**config.mk**
```make
export PLATFORM = sky130hd
export DESIGN_NAME = imem_loader_flat
export DESIGN_NICKNAME = d
export VERILOG_FILES = /design/src/rtl/imem_loader_pkg.sv /design/src/rtl/imem_loader_if.sv /design/src/rtl/imem_loader_byte_packer.sv /design/src/rtl/imem_loader.sv /design/src/flat_wrapper.sv
export SDC_FILE = /design/constraint.sdc
export NUM_CORES = 1
export LEC_CHECK = 0
export ABC_AREA = 1
export BUFFER_PORTS_ARGS = -buffer_cell sky130_fd_sc_hd__buf_2
export CAP_MARGIN = 5
export CORE_MARGIN = 2
export CORE_UTILIZATION = 58
export CTS_CLUSTER_DIAMETER = 100
export CTS_CLUSTER_SIZE = 8
export DETAILED_ROUTE_END_ITERATION = 12
export PLACE_DENSITY = 0.76
export SETUP_SLACK_MARGIN = 0.4
export SLEW_MARGIN = 20
export SYNTH_ARGS = -nofsm -noshare
export SYNTH_HDL_FRONTEND = slang
export SYNTH_SLANG_ARGS = --single-unit
```
**constraint.sdc**
```tcl
create_clock -name clk -period 3.6 [get_ports clk]
set_input_delay 0.72 -clock clk [delete_from_list [all_inputs] [get_ports clk]]
set_output_delay 0.72 -clock clk [all_outputs]
set_load 0.01 [all_outputs]
```
**src/rtl/imem_loader_pkg.sv**
```systemverilog
`default_nettype none
// ---------------------------------------------------------------------
// imem_loader_pkg : shared types and frame constants for the loader
// Rev 1.0
// ---------------------------------------------------------------------
package imem_loader_pkg;

  localparam logic [7:0] SYNC_BYTE = 8'hA5;
  localparam int         BYTE_W    = 8;
  localparam int         LEN_W     = 16;
  localparam int         WORD_W    = 32;
  localparam int         ADDR_W    = 32;
  localparam int         LANES     = 4;
  localparam int         LANE_W    = 2;

  typedef enum logic [2:0] {
    ST_IDLE = 3'd0,
    ST_LEN0 = 3'd1,
    ST_LEN1 = 3'd2,
    ST_DATA = 3'd3,
    ST_CSUM = 3'd4,
    ST_DONE = 3'd5,
    ST_ERR  = 3'd6
  } state_t;

endpackage
`default_nettype wire

```
**src/rtl/imem_loader_if.sv**
```systemverilog
`default_nettype none
// ---------------------------------------------------------------------
// imem_loader_if : byte stream in, instruction-memory write bus and status out
// Rev 1.0
// ---------------------------------------------------------------------
interface imem_loader_if;
  import imem_loader_pkg::*;

  logic [BYTE_W-1:0] rx_data;
  logic              rx_valid;
  logic              rx_ready;
  logic              imem_we;
  logic [ADDR_W-1:0] imem_addr;
  logic [WORD_W-1:0] imem_wdata;
  logic              cpu_run;
  logic              load_done;
  logic              load_error;

  // master is the loader itself; slave is the byte source / memory / CPU side
  modport master (
    input  rx_data, rx_valid,
    output rx_ready, imem_we, imem_addr, imem_wdata, cpu_run, load_done, load_error
  );
  modport slave (
    output rx_data, rx_valid,
    input  rx_ready, imem_we, imem_addr, imem_wdata, cpu_run, load_done, load_error
  );
endinterface
`default_nettype wire

```
**src/rtl/imem_loader_byte_packer.sv**
```systemverilog
`default_nettype none
// ---------------------------------------------------------------------
// byte_packer : assembles little-endian bytes into 32-bit words
// Rev 1.0
// ---------------------------------------------------------------------
module byte_packer
  import imem_loader_pkg::*;
(
  input  logic              clk,
  input  logic              reset,
  input  logic              clear,
  input  logic              byte_valid,
  input  logic [BYTE_W-1:0] byte_in,
  output logic              word_valid,
  output logic [WORD_W-1:0] word
);

  logic [LANE_W-1:0]       r_lane;
  logic [3*BYTE_W-1:0]     r_low;

  // Lanes 0..2 shift in from the top, so the fourth byte completes the word directly
  assign word_valid = byte_valid && (r_lane == LANE_W'(LANES - 1));
  assign word       = {byte_in, r_low};

  always_ff @(posedge clk) begin
    if (reset || clear) begin
      r_lane <= '0;
      r_low  <= '0;
    end else if (byte_valid) begin
      r_lane <= r_lane + LANE_W'(1);
      r_low  <= {byte_in, r_low[3*BYTE_W-1:BYTE_W]};
    end
  end

endmodule
`default_nettype wire

```
**src/rtl/imem_loader.sv**
```systemverilog
`default_nettype none
// ---------------------------------------------------------------------
// imem_loader : framed boot loader filling instruction memory, releases CPU
// Rev 1.0
// ---------------------------------------------------------------------
module imem_loader
  import imem_loader_pkg::*;
#(
  parameter logic [31:0] BASE_ADDR  = 32'h0000_0000,
  parameter int          IMEM_WORDS = 4096,
  parameter int          TIMEOUT    = 1_000_000
) (
  input  logic          clk,
  input  logic          reset,
  imem_loader_if.master bus
);

  localparam logic [31:0] C_MAX_WORDS = IMEM_WORDS;
  localparam logic [31:0] C_TIMEOUT   = TIMEOUT;

  state_t              r_state;
  state_t              w_next;
  logic [BYTE_W-1:0]   r_len_lo;
  logic [LEN_W-1:0]    r_len;
  logic [LEN_W-1:0]    r_index;
  logic [BYTE_W-1:0]   r_sum;
  logic [31:0]         r_idle;
  logic                r_we;
  logic [ADDR_W-1:0]   r_addr;
  logic [WORD_W-1:0]   r_wdata;

  logic                w_accept;
  logic                w_timed;
  logic                w_timeout;
  logic                w_is_sync;
  logic                w_frame_start;
  logic [LEN_W-1:0]    w_len_full;
  logic                w_word_valid;
  logic [WORD_W-1:0]   w_word;
  logic                w_last_word;

  assign bus.rx_ready   = (r_state != ST_DONE);
  assign bus.load_done  = (r_state == ST_DONE);
  assign bus.cpu_run    = (r_state == ST_DONE);
  assign bus.load_error = (r_state == ST_ERR);
  assign bus.imem_we    = r_we;
  assign bus.imem_addr  = r_addr;
  assign bus.imem_wdata = r_wdata;

  assign w_accept      = bus.rx_valid && bus.rx_ready;
  assign w_is_sync     = (bus.rx_data == SYNC_BYTE);
  assign w_frame_start = w_accept && w_is_sync && (r_state == ST_IDLE || r_state == ST_ERR);
  assign w_len_full    = {bus.rx_data, r_len_lo};
  assign w_timed       = (r_state == ST_LEN0) || (r_state == ST_LEN1) ||
                         (r_state == ST_DATA) || (r_state == ST_CSUM);
  assign w_timeout     = (C_TIMEOUT != 32'd0) && w_timed && !w_accept && (r_idle == C_TIMEOUT);
  assign w_last_word   = w_word_valid && (({1'b0, r_index} + 17'd1) == {1'b0, r_len});

  byte_packer u_packer (
    .clk        (clk),
    .reset      (reset),
    .clear      (w_frame_start),
    .byte_valid (w_accept && (r_state == ST_DATA)),
    .byte_in    (bus.rx_data),
    .word_valid (w_word_valid),
    .word       (w_word)
  );

  always_comb begin
    w_next = r_state;
    if (w_timeout) begin
      w_next = ST_ERR;
    end else if (w_accept) begin
      case (r_state)
        ST_IDLE, ST_ERR: if (w_is_sync) w_next = ST_LEN0;
        ST_LEN0:         w_next = ST_LEN1;
        ST_LEN1: begin
          if ({16'd0, w_len_full} > C_MAX_WORDS) w_next = ST_ERR;
          else if (w_len_full == '0)             w_next = ST_CSUM;
          else                                   w_next = ST_DATA;
        end
        ST_DATA:         if (w_last_word) w_next = ST_CSUM;
        ST_CSUM:         w_next = (bus.rx_data == r_sum) ? ST_DONE : ST_ERR;
        default:         w_next = r_state;
      endcase
    end
  end

  always_ff @(posedge clk) begin
    if (reset) begin
      r_state  <= ST_IDLE;
      r_len_lo <= '0;
      r_len    <= '0;
      r_index  <= '0;
      r_sum    <= '0;
      r_idle   <= '0;
      r_we     <= 1'b0;
      r_addr   <= '0;
      r_wdata  <= '0;
    end else begin
      r_state <= w_next;
      r_we    <= w_word_valid;
      if (w_accept) begin
        case (r_state)
          ST_LEN0: r_len_lo <= bus.rx_data;
          ST_LEN1: begin
            r_len   <= w_len_full;
            r_index <= '0;
            r_sum   <= '0;
          end
          ST_DATA: r_sum <= r_sum + bus.rx_data;
          default: ;
        endcase
      end
      if (w_word_valid) begin
        r_addr  <= BASE_ADDR + ({16'd0, r_index} << 2);
        r_wdata <= w_word;
        r_index <= r_index + LEN_W'(1);
      end
      // Saturates at TIMEOUT; stays zero outside the timed states or when disabled
      if (!w_timed || w_accept || C_TIMEOUT == 32'd0) r_idle <= '0;
      else if (r_idle != C_TIMEOUT)                   r_idle <= r_idle + 32'd1;
    end
  end

endmodule
`default_nettype wire

```
**src/flat_wrapper.sv**
```systemverilog
// flat-port wrapper written by rule: the top's interface ports become plain ports
module imem_loader_flat import imem_loader_pkg::*;
#(
  parameter logic [31:0] BASE_ADDR  = 32'h0000_0000,
  parameter int          IMEM_WORDS = 4096,
  parameter int          TIMEOUT    = 1_000_000
)
  (clk, reset, bus_rx_data, bus_rx_valid, bus_rx_ready, bus_imem_we, bus_imem_addr, bus_imem_wdata, bus_cpu_run, bus_load_done, bus_load_error);
  imem_loader_if bus_i ();
  input  logic clk;
  input  logic reset;
  input wire logic [$bits(bus_i.rx_data)-1:0] bus_rx_data;
  input wire logic [$bits(bus_i.rx_valid)-1:0] bus_rx_valid;
  output wire logic [$bits(bus_i.rx_ready)-1:0] bus_rx_ready;
  output wire logic [$bits(bus_i.imem_we)-1:0] bus_imem_we;
  output wire logic [$bits(bus_i.imem_addr)-1:0] bus_imem_addr;
  output wire logic [$bits(bus_i.imem_wdata)-1:0] bus_imem_wdata;
  output wire logic [$bits(bus_i.cpu_run)-1:0] bus_cpu_run;
  output wire logic [$bits(bus_i.load_done)-1:0] bus_load_done;
  output wire logic [$bits(bus_i.load_error)-1:0] bus_load_error;
  assign bus_i.rx_data = bus_rx_data;
  assign bus_i.rx_valid = bus_rx_valid;
  assign bus_rx_ready = bus_i.rx_ready;
  assign bus_imem_we = bus_i.imem_we;
  assign bus_imem_addr = bus_i.imem_addr;
  assign bus_imem_wdata = bus_i.imem_wdata;
  assign bus_cpu_run = bus_i.cpu_run;
  assign bus_load_done = bus_i.load_done;
  assign bus_load_error = bus_i.load_error;
  imem_loader #(.BASE_ADDR(BASE_ADDR), .IMEM_WORDS(IMEM_WORDS), .TIMEOUT(TIMEOUT)) u_core (.clk(clk), .reset(reset), .bus(bus_i));
endmodule
```
==> impl_metrics.env <==
export IMPL_wl_per_cell_um=13.3
export IMPL_track_usage_pct=25.6
export IMPL_die_h_um=116
export IMPL_die_w_um=116
export IMPL_cts_root_buf="clkbuf_16"
export IMPL_endpoint_kind="flip-flop"
export IMPL_finClkSkew_ns=0.00587
export IMPL_num_vias=6689
export IMPL_overflow=0
export IMPL_p_leak_uw=0.00344
export IMPL_hold_buffers=0
export IMPL_clk_pin_slew_worst_paths_ns=0.06
export IMPL_die_area_mm2=0.0134
export IMPL_ys_types=37
export IMPL_worst_r2r_startpoint="u_core.r_index[0]$_SDFFE_PP0P_"
export IMPL_relSlewSlack_pct=42.4
export IMPL_syn_area_per_cell_um2=7.05
export IMPL_cts_resized=0
export IMPL_critical_path_startpoint="u_core.r_index[0]$_SDFFE_PP0P_"
export IMPL_synth_top_cell_by_area="dfxtp_1"
export IMPL_p_per_area_mw_per_mm2=487
export IMPL_dominantRegCellSynth="dfxtp_1"
export IMPL_synth_seq_area_share_pct=43.6
export IMPL_start_util_pct=59.9
export IMPL_total_power_uw=3990
export IMPL_grt_pass1_vias=5894
export IMPL_worst_slew_pin_slew_ns=0.861
export IMPL_cts_made_buffers=17
export IMPL_required_ns=3.96
export IMPL_synth_edf_count=0
export IMPL_place_congestion=0.924
export IMPL_postCtsSetupRepairBufs=0
export IMPL_fin_crit_ns=2.33
export IMPL_final_cell_area_mm2=0.00820
export IMPL_dp_hpwl_mm=11.6
export IMPL_synth_top_area_share_pct=43.6
export IMPL_antenna_found_initial=0
export IMPL_ys_warn_count=0
export IMPL_hp_class="reg2reg"
export IMPL_r2r_cells=17
export IMPL_cts_tree="done"
export IMPL_crit_path_start_kind="flip-flop"
export IMPL_synth_cells=1030
export IMPL_clk_path_buf_depth=2
export IMPL_final_nets=1105
export IMPL_ys_seq_elements=158
export IMPL_drive_above_1_share_pct=11.5
export IMPL_postRouteAntennaNets=0
export IMPL_diodes=0
export IMPL_tns_ns=0
export IMPL_drt_iter0_markers=697
export IMPL_h_tree_depth=4
export IMPL_fin_util_pct=67.7
export IMPL_ioPinCount=80
export IMPL_crit_path_end="u_core.r_state[2]$_SDFFE_PP0P_"
export IMPL_syn_area_mm2=0.00726
export IMPL_finalHoldViolations=0
export IMPL_drc=0
export IMPL_maxCapViolCount=0
export IMPL_status="complete, no violations"
export IMPL_arrival_ns=2.69
export IMPL_cts_sinks=158
export IMPL_dpl_cell_area_mm2=0.00763
export IMPL_drv_slew=0
export IMPL_fmax_mhz=430
export IMPL_io_buffer_count=63
export IMPL_fp_row_count=40
export IMPL_wirelength_mm=16.8
export IMPL_critPathKind="reg2reg"
export IMPL_clock_latency_ns=0.42
export IMPL_grt_first_pass_wirelength_mm=27.4
export IMPL_r2r_end="u_core.r_state[2]$_SDFFE_PP0P_"
export IMPL_regToRegSetupSlack_ns=1.27
export IMPL_period_share_pct=64.6
export IMPL_setup_slack_ns=1.27
export IMPL_crit_fanout=8
export IMPL_synthArstFlopShare_pct=0
export IMPL_pre_cts_ws_ns=1.10
export IMPL_viasPerCell=5.30
export IMPL_area_growth_pct=12.9
export IMPL_rsz0062_at_grt="false"
export IMPL_core_area_mm2=0.0121
export IMPL_grt_max_degree=44
export IMPL_finalSetupViolations=0
export IMPL_synth_area_leaders="dfxtp_1 (44%), nand2_1 (13%), a21oi_1 (7.6%)"
export IMPL_vdd_drop_max_v=0.000325
export IMPL_firstDrtPassIters=7
-- registers in the layout (all words and copies together), names as in the netlist --
register	count
u_core.bus.imem_addr	16
u_core.bus.imem_wdata	32
u_core.bus.imem_we	1
u_core.r_idle	32
u_core.r_index	16
u_core.r_len	16
u_core.r_len_lo	8
u_core.r_state	3
u_core.r_sum	8
u_core.u_packer.r_lane	2
u_core.u_packer.r_low	24
-- how the worst min path moves through the flow --
stage                                                start                                     end  slack [ns]  cells after the start
floorplan           u_core.u_packer.r_low[10]$_SDFFE_PP0P_  u_core.bus.imem_wdata[10]$_SDFFE_PP0P_        0.44                      2
global placement     u_core.u_packer.r_low[2]$_SDFFE_PP0P_   u_core.u_packer.r_low[2]$_SDFFE_PP0P_        0.45                      2
detailed placement   u_core.u_packer.r_low[2]$_SDFFE_PP0P_   u_core.u_packer.r_low[2]$_SDFFE_PP0P_        0.46                      2
CTS                  u_core.u_packer.r_low[2]$_SDFFE_PP0P_   u_core.u_packer.r_low[2]$_SDFFE_PP0P_        0.47                      2
global route         u_core.u_packer.r_low[2]$_SDFFE_PP0P_   u_core.u_packer.r_low[2]$_SDFFE_PP0P_        0.48                      2
finish               u_core.u_packer.r_low[7]$_SDFFE_PP0P_   u_core.u_packer.r_low[7]$_SDFFE_PP0P_        0.47                      2
-- cell type report --
class / count / area (um^2)
Fill cell: 1146 / 3920
Clock inverter: 9 / 114
Inverter: 95 / 357
Multi-Input combinational cell: 739 / 3530
Timing Repair Buffer: 71 / 375
Tap cell: 168 / 210
Sequential cell: 158 / 3160
Clock buffer: 21 / 450
-- routing by layer --
layer | vias up | GRT usage (%) | wire length, um
li1 | 3434 | - | -
met1 | 3031 | 34.7 | 7960
met2 | 201 | 41.2 | 7720
met3 | 23 | 5.75 | 879
met4 | 0 | 7.54 | 240
met5 | - | 0 | 0
-- stage by stage --
stage,instances,hold WS [ns]
floorplan,1045,0.440
global placement,1231,0.450
detailed placement,1231,0.456
CTS,1261,0.465
global route,1261,0.484
finish,1261,0.465
-- power breakdown --
part,switching [uW],total [uW],internal [uW]
sequential,67.8,1890,1820
combinational,240,372,131
clock,693,1730,1030
total,1000,3990,2990
-- kinds of logic after synthesis --
kind of cell / share of synthesized area, %
adders and majority gates: 2.17
buffers and inverters: 8.62
and+or+nand+nor: 30.1
AOI/OAI and AO/OA: 13.7
xor gates and xnor gates: 1.83
other: 0.0517
DFF: 43.6
-- placed cells by master, fill, tap and decap left out, types with 17 or more instances in the layout --
cell type / netlist / final
nor2_1: 110 / 110
nand2_1: 258 / 258
dfxtp_1: 158 / 158
clkbuf_16: 0 / 17
nand3_1: 71 / 71
buf_2: 5 / 63
inv_1: 86 / 85
a21oi_1: 110 / 110
o21ai_0: 69 / 69
-- synthesized netlist by cell type, types with 3 or more instances --
library cell  instances
inv_1                86
o21ai_1               5
nand2_1             258
dfxtp_1             158
nor3_1               16
nand3_1              71
ha_1                 11
nand4_1              16
clkbuf_1             25
xor2_1                8
nor2_4                3
buf_2                 5
buf_1                 6
buf_4                17
nor2_1              110
nand3b_1              6
or2_2                 5
inv_2                 8
nor2_2                7
a21oi_1             110
o21ai_0              69
nor4_1                9
-- worst max-delay path: stages, from the launching register on --
cell	delay, ns
dfxtp_1	0.49
ha_1	0.29
nand2_2	0.12
nor2_4	0.22
nand3_1	0.10
nand2_1	0.11
nand2_1	0.05
nand2_1	0.05
nand2_1	0.05
nor2_1	0.11
nand2_1	0.07
nor2_1	0.09
nand2_1	0.10
nand2_2	0.09
nand2_1	0.07
nand2_1	0.11
nor2_1	0.05
nor2_1	0.08
No activity file was read; power rests on OpenSTA's default activity.
